File: config.mk
export PLATFORM = sky130hd
export DESIGN_NAME = count_loader_flat
export DESIGN_NICKNAME = d
export VERILOG_FILES = /design/src/rtl/count_loader_if.sv /design/src/rtl/count_loader.sv /design/src/flat_wrapper.sv
export SDC_FILE = /design/constraint.sdc
export NUM_CORES = 1
export LEC_CHECK = 0
export ABC_AREA = 1
export CAP_MARGIN = 10
export CORE_MARGIN = 2
export CORE_UTILIZATION = 40
export DETAILED_ROUTE_END_ITERATION = 10
export SYNTH_ARGS = -nofsm -noshare
export SYNTH_HDL_FRONTEND = slang
export SYNTH_SLANG_ARGS = --single-unit
export TNS_END_PERCENT = 10
File: constraint.sdc
create_clock -name clk -period 2.6 [get_ports clk]
set_clock_uncertainty 0.15 [all_clocks]
set_input_delay 0.26 -clock clk [delete_from_list [all_inputs] [get_ports clk]]
set_output_delay 0.26 -clock clk [all_outputs]
set_load 0.02 [all_outputs]
File: src/rtl/count_loader_if.sv
// Host write channel into the count_loader start-value queue.
// The host side uses the master modport and the loader uses the slave modport.
interface count_loader_if #(
   parameter int unsigned W = 8
);
   logic         wr_valid;
   logic         wr_ready;
   logic [W-1:0] wr_data;

   modport master (
      output wr_valid,
      output wr_data,
      input  wr_ready
   );

   modport slave (
      input  wr_valid,
      input  wr_data,
      output wr_ready
   );
endinterface

File: src/rtl/count_loader.sv
// Queues host start values and reloads a downstream load/increment counter
// each time its output reaches the terminal value, giving back-to-back segments.
module count_loader #(
   parameter int unsigned W     = 8,
   parameter int unsigned DEPTH = 4
) (
   input  logic                     clk,
   input  logic                     rst_n,
   count_loader_if.slave            wr,
   input  logic [W-1:0]             term,
   input  logic [W-1:0]             o_in,
   output logic                     st,
   output logic [W-1:0]             X,
   output logic                     busy,
   output logic [$clog2(DEPTH):0]   fill,
   output logic                     underrun,
   input  logic                     clr_underrun
);

   localparam int unsigned AW = $clog2(DEPTH);
   localparam int unsigned FW = AW + 1;

   typedef enum logic [1:0] {
      IDLE,
      LOAD,
      RUN
   } state_e;

   state_e          state_q, state_d;
   logic [AW-1:0]   rd_ptr_q, rd_ptr_d;
   logic [AW-1:0]   wr_ptr_q, wr_ptr_d;
   logic [FW-1:0]   fill_q, fill_d;
   logic            st_q, st_d;
   logic [W-1:0]    x_q, x_d;
   logic            busy_q, busy_d;
   logic            underrun_q, underrun_d;
   logic [W-1:0]    mem_q [DEPTH];
   logic [W-1:0]    mem_d [DEPTH];

   logic            wr_ready_int;
   logic            push;
   logic            pop;
   logic            not_empty;
   logic            match;

   // Full is judged on the registered fill alone, so a same-cycle pop never frees a slot.
   assign wr_ready_int = (fill_q != FW'(DEPTH));
   assign push         = wr.wr_valid & wr_ready_int;
   assign not_empty    = (fill_q != '0);
   assign match        = (o_in == term);

   assign wr.wr_ready  = wr_ready_int;
   assign st           = st_q;
   assign X            = x_q;
   assign busy         = busy_q;
   assign fill         = fill_q;
   assign underrun     = underrun_q;

   always_comb begin
      state_d    = state_q;
      pop        = 1'b0;
      st_d       = 1'b0;
      x_d        = x_q;
      underrun_d = underrun_q & ~clr_underrun;

      unique case (state_q)
         IDLE: begin
            if (not_empty) begin
               pop     = 1'b1;
               st_d    = 1'b1;
               x_d     = mem_q[rd_ptr_q];
               state_d = LOAD;
            end
         end
         LOAD: begin
            state_d = RUN;
         end
         RUN: begin
            if (match) begin
               if (not_empty) begin
                  pop     = 1'b1;
                  st_d    = 1'b1;
                  x_d     = mem_q[rd_ptr_q];
                  state_d = LOAD;
               end else begin
                  // Set is applied after the clear so it wins on a collision.
                  underrun_d = 1'b1;
                  state_d    = IDLE;
               end
            end
         end
         default: begin
            state_d = IDLE;
         end
      endcase

      busy_d = (state_d != IDLE);
   end

   always_comb begin
      rd_ptr_d = rd_ptr_q + AW'(pop);
      wr_ptr_d = wr_ptr_q + AW'(push);
      fill_d   = fill_q + FW'(push) - FW'(pop);
      for (int unsigned i = 0; i < DEPTH; i++) begin
         mem_d[i] = mem_q[i];
      end
      if (push) begin
         mem_d[wr_ptr_q] = wr.wr_data;
      end
   end

   always_ff @(posedge clk or negedge rst_n) begin
      if (!rst_n) begin
         state_q    <= IDLE;
         rd_ptr_q   <= '0;
         wr_ptr_q   <= '0;
         fill_q     <= '0;
         st_q       <= 1'b0;
         x_q        <= '0;
         busy_q     <= 1'b0;
         underrun_q <= 1'b0;
      end else begin
         state_q    <= state_d;
         rd_ptr_q   <= rd_ptr_d;
         wr_ptr_q   <= wr_ptr_d;
         fill_q     <= fill_d;
         st_q       <= st_d;
         x_q        <= x_d;
         busy_q     <= busy_d;
         underrun_q <= underrun_d;
      end
   end

   // Storage needs no reset: the pointers and fill count define which entries are live.
   always_ff @(posedge clk) begin
      for (int unsigned i = 0; i < DEPTH; i++) begin
         mem_q[i] <= mem_d[i];
      end
   end

endmodule
File: src/flat_wrapper.sv
// flat-port wrapper written by rule: the top's interface ports become plain ports
module count_loader_flat 
#(
   parameter int unsigned W     = 8,
   parameter int unsigned DEPTH = 4
)
  (clk, rst_n, term, o_in, st, X, busy, fill, underrun, clr_underrun, wr_wr_valid, wr_wr_data, wr_wr_ready);
  count_loader_if #(.W(W)) wr_i ();
  input  logic clk;
  input  logic rst_n;
  input  logic [W-1:0] term;
  input  logic [W-1:0] o_in;
  output logic st;
  output logic [W-1:0] X;
  output logic busy;
  output logic [$clog2(DEPTH):0] fill;
  output logic underrun;
  input  logic clr_underrun;
  input wire logic [$bits(wr_i.wr_valid)-1:0] wr_wr_valid;
  input wire logic [$bits(wr_i.wr_data)-1:0] wr_wr_data;
  output wire logic [$bits(wr_i.wr_ready)-1:0] wr_wr_ready;
  assign wr_i.wr_valid = wr_wr_valid;
  assign wr_i.wr_data = wr_wr_data;
  assign wr_wr_ready = wr_i.wr_ready;
  count_loader #(.W(W), .DEPTH(DEPTH)) u_core (.clk(clk), .rst_n(rst_n), .wr(wr_i), .term(term), .o_in(o_in), .st(st), .X(X), .busy(busy), .fill(fill), .underrun(underrun), .clr_underrun(clr_underrun));
endmodule
==> out/summary.md <==
The path class of the lowest-slack min-delay path is input port to asynchronous set/reset pin. With fillers left out, the area of the finished cells amounts to 0.00280 mm2. The largest single stage delay on the critical path is 420 ps.

Yosys attributes the largest share of cell area to sky130_fd_sc_hd__edfxtp_1 (45%), sky130_fd_sc_hd__dfrtp_1 (23%), sky130_fd_sc_hd__nand2_1 (5.7%), sky130_fd_sc_hd__o21ai_0 (3.7%), sky130_fd_sc_hd__inv_1 (3.3%). Synthesis produced a netlist whose cell count is 186. The die is 77.4 um wide.

The row count is 26, and the number of distinct library cells after synthesis is 19. The HPWL after detailed placement is 2.88 mm. Measured on the finished design, the core utilization comes to 54.4%. At the worst endpoint, the required time is 2630 ps.

The repair_antennas step left the layout with diodes totalling 0. In the final design database the tool counted 273 nets. For this design the top-level I/O count stands at 43. Max-cap violations in this run came to 0. The clock drives 52 sinks. Setup repair after global routing left no endpoint under its margin. For the starting density of the core, the log shows 42.0%.

The critical path goes through nor3_1 -> nor2_2 -> nand2_4 -> inv_1 -> ha_1 -> inv_1 -> ha_1 -> fa_1 -> xor2_1. Once the clock tree was built, the resizer swapped 0 gates to a different size. Wires add up to 3.93 mm. In this run the worst path has a maximum fanout of 9.

The synthesized design devotes to its leading area cell type 44.5% of total area. The total number of H-tree levels came out at 2. The clock passes through at most 2 buffers. The filler cells instantiated in the layout total 468. The core region is 0.00514 mm2. The routed design could run at a clock period as short as 2400 ps. The area growth from synthesis to layout is 29.6%. On the critical path the largest part of the delay comes from adder cells. The detail-routed net length per standard cell was 12.6 um. The post-route netlist has 9.54% of its cells at a drive strength greater than 1.

In the global route stage, overall resource usage came out at 14.4%. Average vias per placed instance: 4.63. In this run the tool buffered the top-level ports with 42 buffer cells. Summed over all instances, the cell type with the most area after synthesis is sky130_fd_sc_hd__edfxtp_1. The clock transition time at the flip-flop clock pins of the worst setup and hold paths was 100 ps; the number of detailed-routing iterations run before antenna repair was 4. The run gives 0 as the remaining routing DRC violations. The root buffer cell chosen for the clock tree is sky130_fd_sc_hd__clkbuf_8. After clock tree synthesis, the flow added hold-fix buffers numbering 0. The number of nets with antenna violations after routing is 0.

The number of buffers and inverters on the critical path is 2. The run gives 300 ps as the worst-skew pair later-pin latency. The worst setup path is of the flip-flop to flip-flop kind. The number of buffers created by CTS came out at 5. The final global-route overflow total was 0; the peak supply drop was 0.484 mV. Counting every net in the synthesized netlist gives 219. The power per standard cell area was 1080 mW/mm2. The run gives 0 as the number of failing hold endpoints at the final stage. Area enclosed by the die boundary: 0.00600 mm2.

Post-CTS timing repair inserted 0 buffers for setup. The initial antenna violation count came out at 0. The analysis attributes to cell leakage a power of 0.00116 uW.

The via count of the first global-routing pass is 1358. The tools report the sort of element at the start of the critical path as a flip-flop. The first global-routing pass estimated 6.62 mm of wire. The number of pins with negative max-slew slack in the final report is 0. At the pin with the least slew margin, the transition time is 451 ps. Summed over all failing endpoints, the final setup total negative slack is 0 ps. The number of warnings reported in the yosys synthesis log is 0, and the netlist area before placement is 0.00216 mm2.

At the end of routability-driven placement, the weighted congestion stood at 0.686. The run finished with clean final reports. STA classifies the critical path endpoint as a flip-flop. The number of synthesized register bits is 52. On the critical path, the stage with the largest delay is an instance of sky130_fd_sc_hd__dfrtp_1. The worst relative slew slack is 69.9%.

TritonCTS built the clock tree. The share of the Yosys chip area taken by registers is 67.7%. For the cell area after placement, the log shows 0.00271 mm2. After the first detailed-routing iteration, the DRC count stood at 58.

The routed layout has 1440 vias. The overall die height was 77.4 um; the final clock period utilization by the worst path was 92.3%. Each instance of the synthesized netlist takes up on average 11.6 um2. Timing would allow up to 417 MHz. STA puts the critical path data arrival time at 2430 ps. Setup violations remaining at the end of the flow were counted as 0. The largest net degree at the start of global routing was 21.
cell usage in the layout (no fill, tap or decap), types with 6 or more instances in the layout:
master and instances:
sky130_fd_sc_hd__xnor2_1 6, sky130_fd_sc_hd__o21ai_0 16, sky130_fd_sc_hd__nor2_1 18, sky130_fd_sc_hd__o22ai_1 9, sky130_fd_sc_hd__buf_4 9, sky130_fd_sc_hd__inv_1 19
sky130_fd_sc_hd__clkdlybuf4s50_1 42, sky130_fd_sc_hd__edfxtp_1 32, sky130_fd_sc_hd__nand3_1 10, sky130_fd_sc_hd__nand2_1 33, sky130_fd_sc_hd__dfrtp_1 20
cells in the mapped netlist, drive strengths merged:
master,count
o22ai,9
xnor2,6
nor3,5
nand3,10
ha,4
nor2,20
dfrtp,20
xor2,3
clkbuf,1
o21ai,16
inv,19
nand2,37
buf,3
edfxtp,32
fa,1
stage by stage:
| step | total power [uW] | hold WS (ps) | instances | setup WS [ps] |
|---|---|---|---|---|
| floorplan | 2090 | -186 | 186 | 158 |
| global placement | 2600 | 312 | 303 | 67.9 |
| detailed placement | 2630 | 315 | 303 | 16.3 |
| CTS | 3070 | 140 | 311 | 184 |
| global route | 3270 | 167 | 311 | 11.2 |
| finish | 3030 | 138 | 311 | 199 |
sequential cells by signal (all words and copies together), names as in the netlist:
name             flops
u_core.mem_q        32
u_core.X             8
u_core.fill          3
u_core.rd_ptr_q      2
u_core.state_q       2
u_core.wr_ptr_q      2
u_core.busy          1
u_core.st            1
u_core.underrun      1
power breakdown:
group	total [uW]	internal, uW	switching (uW)
Sequential	1280	1150	132
Clock	446	188	258
Combinational	1300	553	749
Total	3030	1890	1140
cells by family (layout without fill, tap and decap cells):
logic type / count (synthesis) / after routing / share of synthesized area [%]
xor gates and xnor gates: 9 / 9 / 3.65
adders and majority gates: 5 / 5 / 3.25
DFF: 52 / 52 / 67.7
AOI/OAI and AO/OA: 25 / 25 / 6.32
buffers and inverters: 23 / 78 / 4.47
and+or+nand+nor: 72 / 72 / 14.6
worst paths after layout:
| check | cells past startpoint | slack, ps | from | endpoint |
|---|---|---|---|---|
| worst max-delay path | 9 | 200 | u_core.fill[1] | u_core.fill[2] |
| worst min-delay path | 2 | 140 | rst_n | u_core.X[4] |
| worst max register to register | 9 | 200 | u_core.fill[1] | u_core.fill[2] |
| worst min register to register | 2 | 330 | u_core.X[7] | u_core.X[7] |
| max in group asynchronous | 2 | 1950 | rst_n | u_core.state_q[1] |
| min in group clk | 2 | 330 | u_core.X[7] | u_core.X[7] |
layer usage:
metal	routed length [um]	global-route usage, %
met1	1880	18.7
met2	1770	21.8
met3	251	5.35
met4	24	5.54
met5	0	0
final cells by class:
| class | count | area [um2] | area share (%) |
|---|---|---|---|
| flip-flops and latches | 52 | 1460 | 52.3 |
| clock buffers | 5 | 68.8 | 2.46 |
| repair buffers | 51 | 488 | 17.5 |
| well taps | 70 | 87.6 | 3.13 |
| multi-input cells | 111 | 599 | 21.4 |
| clock inverters | 3 | 18.8 | 0.671 |
| inverters | 19 | 71.3 | 2.55 |
No activity file was read; power rests on OpenSTA's default activity.
==> patch: new RTL, same flow settings <==
Re-encode `state_e` (3 states) as one-hot, 3 bits wide.
--- a/src/rtl/count_loader.sv
+++ b/src/rtl/count_loader.sv
@@ -22,6 +22,6 @@
 
-   typedef enum logic [1:0] {
-      IDLE,
-      LOAD,
-      RUN
+   typedef enum logic [2:0] {
+      IDLE = 3'b001,
+      LOAD = 3'b010,
+      RUN  = 3'b100
    } state_e;
Check against the original RTL: no difference found for any inputs over 10 cycles, from zero or initial values and one cycle with rst_n low; not proved beyond that.
==> patch against the original RTL <==
Synthesized area grew 5.5%. Worst setup slack better by 0.30 ns. Wire length grew 3.2%. Clock power is 24% higher. Design area grew 4.4%. Sequential power up 8%. Power increased by 10%. Count of clock-buffer cells in the layout grew 1. Worst hold slack worse by 0.0027 ns. Sequential cell count rose by 1. Sequential share of layout area shrank 1.3 points. Critical endpoint unchanged.
==> patch: results (changes against the original RTL) <==
- Number of buffers outside the clock class in the layout: 49 (-3.9%)
- First-pass GRT wire length: 6860 um (+3.6%)
- Number of nets in the final layout: 283 (+3.7%)
- Maximum number of pins on one net before global-route repair: 22 (+4.8%)
- Highest ir drop seen on vdd: 0.446 mV (-7.9%)
- Start point of the critical path: u_core.state_q[0]$_DFF_PN1_
- Number of cells in the finished layout apart from fillers: 325 (+4.5%)
- Avg Synthesized Cell Area: 11.3 sq um (-2.4%)
- Placed instance area: 2810 sq um (+3.7%)
- Fraction of layout instances using a drive strength above 1: 14.6% (+5.1 points)
- Sequential-to-total area share from yosys stat: 65.4% (-2.4 points)
- Data buffer area share: 16.2% (-1.2 points)
- Number of placed cells counting well taps: 317 (+4.6%)
- Vias in the first global route: 1497 (+10%)
- R2R cell count: 8 (-1)
- Share of async-settable or async-resettable flops after synthesis: 39.6% (+1.2 points)
- Clock tree buffer count of the final layout: 6 (+1)
- Cell types with the highest counts after synthesis: 40 x nand2_1, 32 x edfxtp_1, 20 x dfrtp_1, 20 x nor2_1, 16 x o21ai_0
- Number of distinct library cells after synthesis: 25 (+6)
- Sinks on the clock net: 53 (+1.9%)
- Leak pwr: 1.19 nW (+2.8%)
- Area used by multi-input combinational logic: 681 sq um (+14%)
- Non-clock inverters: 20 (+1)
- Comb_multi_in: 123 (+11%)
- Status: complete, no violations
- Maximum fanout encountered on the critical timing path: 5 (-4)
- Average via count per standard cell: 4.70 (+1.6%)
- DR WL/cell: 12.5 um (-1.3%)
- Largest cells by area after synthesis: edfxtp_1 42%, dfrtp_1 22%, nand2_1 6.6%
- Arrival time of data at the critical path endpoint: 2.15 ns (-0.28 ns)
- Fraction of area in clock buffers and inverters: 3.82% (+0.68 points)
- Starting DRC count in detailed routing: 39 (-33%)
- Final weighted congestion in routability-driven placement: 0.722 (+5.2%)
- Core occupancy in the finished layout: 53.0% (-1.4 points)
- Worst setup slack for register-to-register paths: 0.50 ns (+0.30 ns)
- Storage element area: 1490 sq um (+1.8%)
- Combined global-route utilization of all metal layers: 14.4% (about the same)
- Worst-case hold slack: 0.135 ns (-0.00269 ns)
-- patch: cell families after synthesis --
| group | synth area share (%) |
|---|---|
| buffers and inverters | 4.73 |
| and+or+nand+nor | 18.9 |
| AOI/OAI and AO/OA | 5.94 |
| xor gates and xnor gates | 3.08 |
| DFF | 65.4 |
| adders and majority gates | 1.98 |
-- patch: metrics by stage --
stage / worst slack [ns] / total power [W]
global placement: 0.206 / 0.00280
CTS: 0.485 / 0.00337
global route: 0.376 / 0.00360
finish: 0.496 / 0.00333
detailed placement: 0.198 / 0.00282
floorplan: 0.418 / 0.00235
-- patch: routing by layer --
layer	part of all wire, %	vias up	track usage, %
li1	-	772	-
met1	46	719	18.4
met2	48	34	23.0
met3	4.6	4	3.39
met4	0.89	0	6.90
met5	0	-	0
-- patch: worst max path at each step --
stage,cells past startpoint,slack (ns),to
3_3_place_gp,12,0.21,u_core.fill[2]$_DFF_PN0_
5_1_grt,13,0.38,u_core.fill[2]$_DFF_PN0_
4_1_cts,8,0.49,u_core.fill[2]$_DFF_PN0_
2_1_floorplan,4,0.42,u_core.mem_q[0][0]$_DFFE_PP_
6_report,8,0.50,u_core.fill[2]$_DFF_PN0_
3_5_place_dp,12,0.20,u_core.fill[2]$_DFF_PN0_
-- patch: worst max-delay path: stages, from the launching register on --
cell and delay [ns]:
dfstp_2 0.58, nor3_4 0.06, nor2_2 0.21, nor2_8 0.06, nand3_1 0.13, nand2_1 0.08, ha_1 0.19, fa_1 0.37
xor2_1 0.16
-- patch: power breakdown --
part / switching (W) / internal (W) / total, W
Sequential: 0.000196 / 0.00118 / 0.00138
Clock: 0.000265 / 0.000289 / 0.000554
Combinational: 0.000824 / 0.000579 / 0.00140
